File: config.mk
export PLATFORM = sky130hd
export DESIGN_NAME = mem_arbiter
export DESIGN_NICKNAME = d
export VERILOG_FILES = /design/src/rtl/arm_mem_pkg.sv /design/src/rtl/mem_arbiter.sv
export SDC_FILE = /design/constraint.sdc
export NUM_CORES = 1
export LEC_CHECK = 0
export CORE_ASPECT_RATIO = 0.75
export CORE_UTILIZATION = 36
export DETAILED_ROUTE_END_ITERATION = 10
export MAX_ROUTING_LAYER = met4
export PLACE_DENSITY = 0.72
export RECOVER_POWER = 100
export SETUP_SLACK_MARGIN = 0.1
export SLEW_MARGIN = 20
export SYNTH_ARGS = -nofsm -noshare
export SYNTH_HDL_FRONTEND = slang
export SYNTH_SLANG_ARGS = --single-unit
File: constraint.sdc
create_clock -name clk -period 2.55 [get_ports clk]
set_input_delay 0.3825 -clock clk [delete_from_list [all_inputs] [get_ports clk]]
set_output_delay 0.3825 -clock clk [all_outputs]
set_load 0.1 [all_outputs]
File: src/rtl/arm_mem_pkg.sv
// Shared types and default widths for the ARM core memory arbiter.
package arm_mem_pkg;

  localparam int unsigned DEF_ADDR_W = 32;
  localparam int unsigned DEF_DATA_W = 32;

  typedef enum logic [2:0] {
    IDLE  = 3'd0,
    IBUSY = 3'd1,
    DBUSY = 3'd2,
    IDONE = 3'd3,
    DDONE = 3'd4
  } arb_state_t;

endpackage

File: src/rtl/mem_arbiter.sv
// Arbitrates Fetch-stage and Memory-stage accesses onto one req/ack memory port;
// data accesses win over fetches, and a served port is never re-granted from its DONE state.
module mem_arbiter
  import arm_mem_pkg::*;
#(
  parameter int unsigned ADDR_W = DEF_ADDR_W,
  parameter int unsigned DATA_W = DEF_DATA_W
) (
  input  logic              clk,
  input  logic              reset,
  input  logic              IReqF,
  input  logic [ADDR_W-1:0] IAddrF,
  output logic [DATA_W-1:0] IRdataF,
  output logic              IWaitF,
  input  logic              DReqM,
  input  logic              DWeM,
  input  logic [ADDR_W-1:0] DAddrM,
  input  logic [DATA_W-1:0] DWdataM,
  output logic [DATA_W-1:0] DRdataM,
  output logic              DWaitM,
  output logic              MReq,
  output logic              MWe,
  output logic [ADDR_W-1:0] MAddr,
  output logic [DATA_W-1:0] MWdata,
  input  logic [DATA_W-1:0] MRdata,
  input  logic              MAck
);

  arb_state_t        state_q, state_d;
  logic              mreq_q, mreq_d;
  logic              mwe_q, mwe_d;
  logic [ADDR_W-1:0] maddr_q, maddr_d;
  logic [DATA_W-1:0] mwdata_q, mwdata_d;
  logic [DATA_W-1:0] irdata_q, irdata_d;
  logic [DATA_W-1:0] drdata_q, drdata_d;

  logic ack;
  logic grant_d;
  logic grant_i;

  // An ack only counts while a request is actually outstanding.
  assign ack     = MAck & mreq_q;
  assign grant_d = DReqM & ((state_q == IDLE) | (state_q == IDONE));
  assign grant_i = IReqF & (((state_q == IDLE) & ~DReqM) | (state_q == DDONE));

  // FSM next-state logic
  always_comb begin
    state_d = state_q;
    case (state_q)
      IDLE: begin
        if (DReqM)      state_d = DBUSY;
        else if (IReqF) state_d = IBUSY;
      end
      IBUSY:   if (ack) state_d = IDONE;
      DBUSY:   if (ack) state_d = DDONE;
      IDONE:   state_d = DReqM ? DBUSY : IDLE;
      DDONE:   state_d = IReqF ? IBUSY : IDLE;
      default: state_d = IDLE;
    endcase
  end

  // Memory-side request bank and read-data capture
  always_comb begin
    mreq_d   = mreq_q;
    mwe_d    = mwe_q;
    maddr_d  = maddr_q;
    mwdata_d = mwdata_q;
    irdata_d = irdata_q;
    drdata_d = drdata_q;
    if (grant_d) begin
      mreq_d   = 1'b1;
      mwe_d    = DWeM;
      maddr_d  = DAddrM;
      mwdata_d = DWdataM;
    end else if (grant_i) begin
      mreq_d  = 1'b1;
      mwe_d   = 1'b0;
      maddr_d = IAddrF;
    end else if (ack) begin
      mreq_d = 1'b0;
    end
    if (ack && (state_q == IBUSY)) irdata_d = MRdata;
    if (ack && (state_q == DBUSY) && !mwe_q) drdata_d = MRdata;
  end

  always_ff @(posedge clk or negedge reset) begin
    if (!reset) begin
      state_q  <= IDLE;
      mreq_q   <= 1'b0;
      mwe_q    <= 1'b0;
      maddr_q  <= '0;
      mwdata_q <= '0;
      irdata_q <= '0;
      drdata_q <= '0;
    end else begin
      state_q  <= state_d;
      mreq_q   <= mreq_d;
      mwe_q    <= mwe_d;
      maddr_q  <= maddr_d;
      mwdata_q <= mwdata_d;
      irdata_q <= irdata_d;
      drdata_q <= drdata_d;
    end
  end

  assign MReq    = mreq_q;
  assign MWe     = mwe_q;
  assign MAddr   = maddr_q;
  assign MWdata  = mwdata_q;
  assign IRdataF = irdata_q;
  assign DRdataM = drdata_q;
  assign IWaitF  = IReqF & (state_q != IDONE);
  assign DWaitM  = DReqM & (state_q != DDONE);

endmodule
==> metrics.cfg <==
[run_status]
status=finished clean

[place]
place.gp.congestion=0.755
dp_hpwl_um=10400
io_buffers=265

[synthesis]
synth_xor_area_share_pct=0
synth-edff-count=0
synth_seq_cells=133
yosys_warnings=0
mappedNetlistArea_um2=5390
synth_compound_area_share_pct=1.21
synth.distinct_cells=23
syn_nets=470
synth_top_family_by_area=multiplexers
synthFlopType=dfrtp_1
synth_simple_gate_area_share_pct=1.44
syn-instance-count=336
ys_seq_area_share_pct=61.7
avgSynthCellArea_um2=16.0
synthMuxAreaShare_pct=33.6
synthArstFlopShare_pct=100
synthAdderAreaFrac_pct=0

[critical_path]
path_buf_inv=2
cp_slowest_cell=clkbuf_1
cp.arrival_ns=2.48
endpoint_kind=flip-flop
crit_path_start_kind=input port
worstPathMaxFanout=14
required_ns=2.84
path_cells=clkdlybuf4s50_1, nand2_1, nor3_2, clkbuf_1, mux2_2
r2r_start=state_q[1]
slowest_delay_ns=0.69
crit_start=MAck
crit_type=in2reg
crit_family=buffers and inverters

[global_routing]
gr-total-overflow=0
track_usage_pct=19.5
gr-usage-met1_pct=21.0
gr-max-usage-layer=met2
grt_pass1_vias=4218
use_met3_pct=6.86
grt_pass1_wl_um=21700
grt_util_met2_pct=32.8
antenna_found_initial=0
grt_max_degree=43

[cts]
h-tree-depth=4
cts_tree=yes
path_clk_slew_ns=0.06
cts-buffers-inserted=17
cts_buffer_depth=2
clk_latency_ns=0.41
cts_setup_buffers=0
hold_buffers=1
cts-root-buf=clkbuf_16
numClockSinks=133
cts_resized=0

[timing]
final_hold_viol_count=0
slew_viol_final=0
clock.fmax_mhz=457
fin_tns_setup_ns=0
worst_slew_pin_slew_ns=1.24
post-route-period-util_pct=85.8
period_needed_ns=2.19
setup_violations=0
slew_headroom_pct=17.7
skew_ns=0.00708
rsz0062_at_grt=false

[finish]
nNetsFinal=749
final_util_pct=56.2
diodes=0
fillerInstances=1324
drive_gt1_share_pct=29.4
synthToLayoutAreaGrowth_pct=51.8

[worst_hold_path]
hp-start=DRdataM[5]
hold_class=reg2reg

[routing]
first_iter_violations=72
vias_per_cell=4.64
postRouteWirelength_um=13900
drc=0
firstDrtPassIters=4
wl_per_cell_um=16.9
vias=3834
ant_nets=0

[floorplan]
row_count=38
fp.dieW_um=143
dieArea_um2=15500
die_h_um=108
num_io_pins=266
core_um2=14500
initial_core_util_pct=37.0

[run]
max_cap_viol_count=0

## cells by family (layout without fill, tap and decap cells)
| kind of cell | count (synthesis) | in the layout |
|---|---|---|
| flip-flops | 133 | 133 |
| AND/OR/NAND/NOR | 14 | 14 |
| buffers and inverters | 19 | 309 |
| AO/OA/AOI/OAI | 9 | 9 |
| multiplexers | 161 | 161 |
## layout make-up
type / count / area, µm² / share of cell area (%)
Sequential cell: 133 / 3330 / 40.7
Multi-Input combinational cell: 184 / 1970 / 24.1
Timing Repair Buffer: 276 / 1970 / 24.1
Clock buffer: 21 / 470 / 5.75
Tap cell: 200 / 250 / 3.06
Clock inverter: 9 / 175 / 2.14
Inverter: 3 / 11.3 / 0.138
## cells in the mapped netlist, types with 2 or more instances
master	number	share of area, %
a211oi_1	2	0.28
mux2_2	142	30
a21oi_1	2	0.19
mux2_1	18	3.8
dfrtp_1	133	62
nand2b_1	3	0.35
inv_1	3	0.21
buf_4	4	0.56
buf_2	11	1.0
nor2_1	2	0.14
nand2_1	3	0.21
nor3_1	2	0.19
## state kept, by name (all words and copies together) (netlist names)
name	count
DRdataM	32
IRdataF	32
MAddr	32
MReq	1
MWdata	32
MWe	1
state_q	3
## layer usage
layer  wire (µm)  part of all wire (%)
met5           0                     0
met4         301                   2.2
met3        1080                   7.8
met2        6950                    50
met1        5600                    40
## metrics by stage
stage	hold slack, ns	instance area (µm²)	setup WS [ns]	cells
after floorplan	0.0869	5390	0.212	336
after global placement	0.371	8070	0.271	795
after detailed placement	0.376	8070	0.194	795
after CTS	0.466	8730	0.487	826
after global routing	0.516	8180	0.242	826
final	0.490	8180	0.363	826
## placed cells by master, fill, tap and decap left out, types with 2 or more instances in the layout
| master | instances |
|---|---|
| a211oi_1 | 2 |
| buf_12 | 6 |
| bufinv_16 | 5 |
| clkbuf_1 | 133 |
| clkbuf_16 | 17 |
| clkbuf_2 | 5 |
| clkbuf_8 | 3 |
| clkdlybuf4s50_1 | 132 |
| clkinv_2 | 2 |
| clkinvlp_4 | 2 |
| dfrtp_1 | 133 |
| inv_1 | 3 |
| mux2_1 | 19 |
| mux2_2 | 141 |
| nand2_1 | 3 |
| nand2b_1 | 3 |
| nor2_1 | 2 |
## final timing paths
| path | end | cells after the start | slack (ns) |
|---|---|---|---|
| worst max register to register | DRdataM[28] | 4 | 0.39 |
| worst min-delay path | DRdataM[5] | 1 | 0.49 |
| worst max-delay path | IRdataF[1] | 5 | 0.36 |
| worst min register to register | DRdataM[5] | 1 | 0.49 |
| max in group asynchronous | MWdata[14] | 3 | 0.77 |
| min in group asynchronous | MAddr[17] | 2 | 0.64 |
## worst register-to-register path: stages (launching register included)
cell	delay (ns)
dfrtp_1	0.47
nand2b_1	0.18
nor4_4	0.22
clkbuf_2	0.71
mux2_2	0.45
Power is not shown: default switching activity piles up to over one toggle a cycle in this logic, so the estimate is an artifact.
